File: config.mk
export PLATFORM = sky130hd
export DESIGN_NAME = arbitro_registro
export DESIGN_NICKNAME = d
export VERILOG_FILES = /design/src/rtl/arbitro_registro_pkg.sv /design/src/rtl/rr_selector.sv /design/src/rtl/arbitro_registro.sv
export SDC_FILE = /design/constraint.sdc
export NUM_CORES = 1
export LEC_CHECK = 0
export CAP_MARGIN = 10
export CORE_ASPECT_RATIO = 0.6
export CORE_MARGIN = 2
export CORE_UTILIZATION = 25
export CTS_BUF_LIST = sky130_fd_sc_hd__clkbuf_2 sky130_fd_sc_hd__clkbuf_4 sky130_fd_sc_hd__clkbuf_8
export CTS_CLUSTER_DIAMETER = 150
export DETAILED_ROUTE_END_ITERATION = 8
export HOLD_SLACK_MARGIN = 0.08
export SETUP_SLACK_MARGIN = 0.2
export SYNTH_ARGS = -nofsm -noshare
export SYNTH_HDL_FRONTEND = slang
export SYNTH_SLANG_ARGS = --single-unit
File: constraint.sdc
create_clock -name clk -period 3.8 [get_ports clk]
set_clock_uncertainty 0.05 [all_clocks]
set_input_delay 0.38 -clock clk [delete_from_list [all_inputs] [get_ports clk]]
set_output_delay 0.38 -clock clk [all_outputs]
set_load 0.1 [all_outputs]
File: src/rtl/arbitro_registro_pkg.sv
// ============================================================================
// arbitro_registro_pkg : shared defaults, state encoding and helpers
// Rev 1.0
// ============================================================================
`default_nettype none

package arbitro_registro_pkg;

    localparam int WIDTH_DEF = 12;
    localparam int N_REQ_DEF = 4;
    localparam int HOLD_DEF  = 2;
    localparam int CNT_W     = 8;

    typedef enum logic [1:0] {
        ST_IDLE = 2'd0,
        ST_LOAD = 2'd1,
        ST_HOLD = 2'd2,
        ST_ACK  = 2'd3
    } state_t;

    function automatic int idx_w(input int n);
        return (n > 1) ? $clog2(n) : 1;
    endfunction

endpackage

`default_nettype wire

File: src/rtl/rr_selector.sv
// ============================================================================
// rr_selector : combinational round-robin picker, first request at/after ptr
// Rev 1.0
// ============================================================================
`default_nettype none

module rr_selector
    import arbitro_registro_pkg::*;
#(
    parameter int N_REQ = N_REQ_DEF,
    parameter int IDX_W = idx_w(N_REQ_DEF)
) (
    input  logic [N_REQ-1:0] req,
    input  logic [IDX_W-1:0] ptr,
    output logic [N_REQ-1:0] winner,
    output logic [IDX_W-1:0] index,
    output logic             valid
);

    logic [IDX_W:0]   w_sum;
    logic [IDX_W-1:0] w_pos;

    always_comb begin
        winner = '0;
        index  = '0;
        valid  = 1'b0;
        w_sum  = '0;
        w_pos  = '0;
        for (int k = 0; k < N_REQ; k++) begin
            // Offset from ptr, folded back into 0..N_REQ-1
            w_sum = {1'b0, ptr} + (IDX_W+1)'(k);
            if (w_sum >= (IDX_W+1)'(N_REQ)) begin
                w_sum = w_sum - (IDX_W+1)'(N_REQ);
            end
            w_pos = w_sum[IDX_W-1:0];
            if (!valid && req[w_pos]) begin
                winner[w_pos] = 1'b1;
                index         = w_pos;
                valid         = 1'b1;
            end
        end
    end

endmodule

`default_nettype wire

File: src/rtl/arbitro_registro.sv
// ============================================================================
// arbitro_registro : round-robin arbiter loading one requester code into a
//                    shared register with LOAD/HOLD/ACK handshake
// Rev 1.0
// ============================================================================
`default_nettype none

module arbitro_registro
    import arbitro_registro_pkg::*;
#(
    parameter int WIDTH       = WIDTH_DEF,
    parameter int N_REQ       = N_REQ_DEF,
    parameter int HOLD_CYCLES = HOLD_DEF
) (
    input  logic                   clk,
    input  logic                   clr,
    input  logic [N_REQ-1:0]       req,
    input  logic [N_REQ*WIDTH-1:0] datos,
    output logic [WIDTH-1:0]       L,
    output logic                   en,
    output logic [N_REQ-1:0]       gnt,
    output logic [N_REQ-1:0]       ack,
    output logic                   busy,
    output logic [CNT_W-1:0]       cnt_cargas
);

    localparam int IDX_W = idx_w(N_REQ);
    localparam int HC_W  = (HOLD_CYCLES > 1) ? $clog2(HOLD_CYCLES) : 1;

    state_t           r_state, w_state;
    logic [IDX_W-1:0] r_ptr, w_ptr;
    logic [IDX_W-1:0] r_win, w_win;
    logic [HC_W-1:0]  r_hold, w_hold;

    logic [WIDTH-1:0] w_l;
    logic             w_en;
    logic [N_REQ-1:0] w_gnt;
    logic [N_REQ-1:0] w_ack;
    logic             w_busy;
    logic [CNT_W-1:0] w_cnt;

    logic [N_REQ-1:0] w_sel_onehot;
    logic [IDX_W-1:0] w_sel_idx;
    logic             w_sel_valid;
    logic [WIDTH-1:0] w_sel_code;

    rr_selector #(
        .N_REQ (N_REQ),
        .IDX_W (IDX_W)
    ) u_sel (
        .req    (req),
        .ptr    (r_ptr),
        .winner (w_sel_onehot),
        .index  (w_sel_idx),
        .valid  (w_sel_valid)
    );

    always_comb begin
        w_sel_code = '0;
        for (int i = 0; i < N_REQ; i++) begin
            if (w_sel_onehot[i]) begin
                w_sel_code = datos[i*WIDTH +: WIDTH];
            end
        end
    end

    always_comb begin
        w_state = r_state;
        w_ptr   = r_ptr;
        w_win   = r_win;
        w_hold  = r_hold;
        w_l     = L;
        w_en    = 1'b0;
        w_gnt   = gnt;
        w_ack   = '0;
        w_cnt   = cnt_cargas;
        case (r_state)
            ST_IDLE: begin
                if (w_sel_valid) begin
                    w_l     = w_sel_code;
                    w_gnt   = w_sel_onehot;
                    w_win   = w_sel_idx;
                    w_en    = 1'b1;
                    w_state = ST_LOAD;
                end
            end
            ST_LOAD: begin
                w_hold  = '0;
                w_state = ST_HOLD;
            end
            ST_HOLD: begin
                if (r_hold == HC_W'(HOLD_CYCLES-1)) begin
                    w_state = ST_ACK;
                    w_ack   = gnt;
                    w_cnt   = cnt_cargas + CNT_W'(1);
                    // Advance past the winner so other pending requesters go first
                    w_ptr   = (r_win == IDX_W'(N_REQ-1)) ? '0 : r_win + IDX_W'(1);
                end else begin
                    w_hold  = r_hold + HC_W'(1);
                end
            end
            ST_ACK: begin
                w_gnt   = '0;
                w_state = ST_IDLE;
            end
            default: w_state = ST_IDLE;
        endcase
        w_busy = (w_state != ST_IDLE);
    end

    always_ff @(posedge clk) begin
        if (clr) begin
            r_state    <= ST_IDLE;
            r_ptr      <= '0;
            r_win      <= '0;
            r_hold     <= '0;
            L          <= '0;
            en         <= 1'b0;
            gnt        <= '0;
            ack        <= '0;
            busy       <= 1'b0;
            cnt_cargas <= '0;
        end else begin
            r_state    <= w_state;
            r_ptr      <= w_ptr;
            r_win      <= w_win;
            r_hold     <= w_hold;
            L          <= w_l;
            en         <= w_en;
            gnt        <= w_gnt;
            ack        <= w_ack;
            busy       <= w_busy;
            cnt_cargas <= w_cnt;
        end
    end

endmodule

`default_nettype wire

# After elaboration in Yosys (flattened, before gate mapping)
# Index checks and enable logic that the tools add are counted.
# totals
reg_bits	37
in_bits	54
output_inout_bits	30
# op_classes
add_sub_neg	10
n_lt_le_gt_ge	12
n_eq_ne	5
n_mux	45
bitwise	6
n_reduce_logical	19
# ops
op	n
12-bit two-way mux	4
2-bit two-way mux	11
4-bit two-way mux	5
1-bit two-way mux	14
2-bit by 3-bit less-than comparator with 1-bit output, second input constant	4
4-bit OR	3
3-bit >= comparator, second input constant	3
8-bit by 1-bit adder with 8-bit output, second input constant	1
1-bit binary-select mux with 2-bit select	4
1-bit demux with 2-bit select	4
2-bit by 1-bit >= comparator with 1-bit output, second input constant	4
2-bit case mux with 4 select lines	1
4-bit case mux with 2 select lines	1
2-bit by 1-bit subtractor with 2-bit output, second input constant	4
1-bit logical AND	7
2-bit by 2-bit adder with 3-bit output, second input constant	2
2-bit equality test, second input constant	3
2-bit AND reduction	3
2-bit nonzero test	3
2-bit by 1-bit adder with 3-bit output, second input constant	1
2-bit by 3-bit >= comparator with 1-bit output, second input constant	1
1-bit logical NOT	3
1-bit NOT	3
3-bit OR reduction	1
7 further kinds	7

# Logic depth before layout (Yosys ltp)
# logic_depth
ltp_word	18
ltp_mapped	11
depth_no_buf	8

# By module
# Synthesis repeated with hierarchy kept, for this count alone.
# unflattened
cells_unflattened	228
area_unflattened_um2	2102.0
# by_module_without_submodules
mod	n_inst	cells_per_inst	area_per_inst_um2	seq_area_each_um2
arbitro_registro	1	183	1682.9	740.7
rr_selector	1	45	419.2	0.0

# Worst setup path before layout
# No wires, ideal clock.
# synth_path
path_kind	register to register
from	register r_ptr[0]
to	register L[11]
setup_ns	0.132
arrival_time_ns	2.779
path_slack_ns	0.839
path_stages_with_launch	12
path_buffers	3
synth_period_minus_slack_ns	2.961
path_cell_list	dfxtp_1 > buf_6 > inv_1 > ha_1 > buf_2 > nor3b_1 > a22o_1 > or2_4 > a221o_4 > buf_8 > a2111oi_4 > a211oi_1
# synth_via
elab_chain_cells	18
word_cells_on_any_way	65
# synth_rtl
item	line_no	text
start, declared	arbitro_registro.sv:31	logic [IDX_W-1:0] r_ptr, w_ptr;
start signal, assigned	arbitro_registro.sv:125	r_ptr <= w_ptr;
branches (longest 18 deep; another with 2-bit by 1-bit adder with 3-bit output)	-	
end signal, assigned	arbitro_registro.sv:128	L <= w_l;
end, declared	arbitro_registro.sv:19	output logic [WIDTH-1:0] L,
# Parallel ways; which one is timed is not known. The select of a mux whose other input is x is not followed.
# A chain may end at the register's enable or synchronous reset.

# Final worst setup path
# layout_path
from	register r_ptr[1]
to	register L[8]
# The elaborated chain is that of the path after synthesis.

==> flow_metrics.py <==
metrics = {
    "synth": {
        "synth.cell_area_um2": 2580,
        "yosysTopAreaCell": "dfxtp_1",
        "ys_warn_count": 0,
        "yosysSeqAreaShare_pct": 28.71,
        "synth_nets": 356,
        "synth.area.top_cells": "dfxtp_1 (29%), a2111oi_4 (11%), nor2_1 (6.7%)",
        "ys_ff_latch": 37,
        "avgSynthCellArea_um2": 8.927,
        "synth_cell_types": 45,
        "synth_top_area_share_pct": 28.71,
        "synth_cells": 289,
    },
    "setup_path": {
        "crit_family": "compound AO/OA/AOI/OAI gates",
        "path_cells": "inv_1 > ha_1 > nor3b_1 > a22o_1 > or2_4 > a21oi_1 > nand3_1 > a211oi_1",
        "crit_buf_inv": 1,
        "r2r-end": "L[8]",
        "cp-start-kind": "register",
        "endpoint_kind": "register",
        "r2r_slack_ps": 570,
        "critical_path_required_ps": 3960,
        "worstPathArrival_ps": 3390,
        "rr_startpoint": "r_ptr[1]",
        "crit_fanout": 12,
        "r2r_cells": 8,
        "cpPeakStageDelay_ps": 860,
        "slowest_stage": "a21oi_1",
        "crit_type": "register to register",
        "worst-path-stages": 8,
    },
    "sta": {
        "maxSlewHeadroom_pct": 26.42,
        "tightest_slew_ps": 1100,
        "hold_viol": 0,
        "fin_crit_sh_pct": 85.03,
        "max_freq_mhz": 309.5,
        "fin_ws_ps": 568.7,
        "tns_ps": 0,
        "setup_viol": 0,
        "min_period_ps": 3231,
        "drv_slew": 0,
        "fin_hold_ws_ps": 462.8,
        "rsz0062_at_grt": "no",
    },
    "global_route": {
        "grt_pass1_vias": 2398,
        "grt_max_degree": 26,
        "antenna_found_initial": 0,
        "grt_pass1_wl_mm": 12.41,
        "grt_usage_pct": 14.42,
        "grt_overflow": 0,
    },
    "floorplanning": {
        "die-area_um2": 11180,
        "start_util_pct": 25.93,
        "ios": 84,
        "rows": 28,
        "die-width_um": 135.2,
        "die_h_um": 82.69,
        "fp.coreArea_um2": 9950,
    },
    "placement": {
        "dp_hpwl_mm": 5.775,
        "io_buffers": 83,
        "pre_cts_slack_ps": 545.2,
        "placed_area_um2": 3495,
        "placed_cells": 492,
        "routabilityCongestion": 0.8299,
    },
    "clock_network": {
        "htree_levels": 2,
        "post_cts_resized": 0,
        "clock-root-buffer": "clkbuf_8",
        "numCtsBuffers": 5,
        "ctsHoldBuffers": 0,
        "cts_sinks": 37,
        "cts_setup_buffers": 0,
        "cts_tree": "built",
        "path_clk_slew_ps": 80,
        "worstSkewPairLatency_ps": 300,
        "cts.path.max_buffers": 2,
    },
    "layout": {
        "nNetsFinal": 431,
        "fin_cells": 500,
        "insertedDiodeCount": 0,
        "drive_above_1_share_pct": 9.041,
        "syn_to_final_growth_pct": 38.80,
        "post-route-cell-area_um2": 3581,
        "final_util_pct": 35.99,
    },
    "routing": {
        "wire_per_inst_um": 16.05,
        "ant_nets": 0,
        "vias_per_cell": 5.020,
        "drc": 0,
        "drt_iter0_drc": 156,
        "routed_wirelength_mm": 8.024,
        "drtPass1Iterations": 4,
        "vias": 2510,
    },
    "hold_path": {
        "hold_depth": 2,
        "worstHoldEndpoint": "cnt_cargas[7]",
        "min_path_type": "register to register",
        "hp-start": "cnt_cargas[7]",
    },
    "status": {
        "status": "finished clean",
    },
    "power": {
        "p_per_area_nw_per_um2": 513.4,
        "design_power_total_mw": 1.838,
        "peakVddDrop_uv": 253.8,
        "p_leak_nw": 1.232,
    },
    "job": {
        "cap_violations": 0,
    },
}
==> where the power goes <==
part,internal (mW),switching [mW],total (mW)
Sequential,0.457,0.0546,0.511
Clock,0.127,0.156,0.283
Combinational,0.327,0.718,1.04
==> placed cells by master (no fill, tap or decap), types with 5 or more instances in the layout <==
master           synthesis  routed
nor2_1                  46      46
inv_1                    6       6
a21oi_1                 10      10
o21ai_0                  8       8
buf_4                    3       6
clkdlybuf4s50_1          0      83
and2_1                  17      17
ha_1                    13      13
nand3_1                 13      13
dfxtp_1                 37      37
clkbuf_8                 0       5
nand3b_1                 5       5
o31ai_1                 12      12
nor4_1                  13      13
nand2_1                 15      15
a211oi_1                12      12
a2111oi_4               10      10
==> worst max-delay path by stage <==
stage / startpoint / to / slack [ps]
after CTS: r_ptr[1] / L[9] / 530
after floorplan: r_ptr[0] / L[11] / 840
after detailed placement: req[2] / L[9] / 550
after global routing: r_ptr[1] / L[11] / 250
after global placement: req[2] / L[9] / 610
final: r_ptr[1] / L[8] / 570
==> cell usage after synthesis (all sizes together) <==
| cell | count |
|---|---|
| or3 | 2 |
| a21o | 1 |
| buf | 13 |
| clkbuf | 8 |
| mux2i | 3 |
| and3 | 2 |
| nor3 | 4 |
| inv | 6 |
| mux4 | 3 |
| nand2 | 15 |
| a311oi | 1 |
| a22o | 1 |
| o31ai | 12 |
| nor2b | 3 |
| o21ai | 9 |
| nor2 | 46 |
| a221oi | 4 |
| a221o | 2 |
| a211oi | 12 |
| dfxtp | 37 |
| or3b | 1 |
| xnor2 | 1 |
| nor4 | 13 |
| a21oi | 10 |
| nor3b | 4 |
| o311ai | 1 |
| ha | 13 |
| and2 | 17 |
| or2 | 2 |
| xor2 | 4 |
| nand3 | 13 |
| nand3b | 5 |
| a22oi | 4 |
| nand4 | 3 |
| nand2b | 1 |
| a2111oi | 13 |
==> layer usage <==
metal	vias to the layer above	GRT usage (%)	share of wire (%)
met2	94	22.44	42
li1	1224	-	-
met3	6	4.884	8.3
met4	0	2.917	0.74
met1	1186	19.52	49
met5	-	0	0
==> registers in the layout, indices dropped and copies added, names as in the netlist <==
| name | cells |
|---|---|
| busy | 1 |
| r_state | 2 |
| r_ptr | 2 |
| en | 1 |
| L | 12 |
| gnt | 4 |
| r_win | 2 |
| cnt_cargas | 8 |
| r_hold | 1 |
| ack | 4 |
==> worst reg2reg max path: stages, from the launching register on <==
cell	delay, ps
dfxtp_1	500
inv_1	150
ha_1	410
nor3b_1	190
a22o_1	260
or2_4	290
a21oi_1	870
nand3_1	180
a211oi_1	260
==> cell families after synthesis <==
logic type | Yosys count | share of synthesized area (%)
AND/OR/NAND/NOR | 131 | 25.66
multiplexers | 6 | 3.783
flip-flops | 37 | 28.71
XOR/XNOR | 5 | 1.697
adder cells (fa/ha/maj) | 13 | 6.305
buffers and inverters | 27 | 6.159
AO/OA/AOI/OAI | 70 | 27.69
==> final cells by class <==
| cell class | instances | area, um2 |
|---|---|---|
| Fill cell | 1013 | 6369 |
| Multi-Input combinational cell | 225 | 1687 |
| Timing Repair Buffer | 89 | 875.8 |
| Sequential cell | 37 | 740.7 |
| Tap cell | 135 | 168.9 |
| Clock buffer | 5 | 68.82 |
| Inverter | 6 | 22.52 |
| Clock inverter | 3 | 17.52 |
No activity file was read; power rests on OpenSTA's default activity.
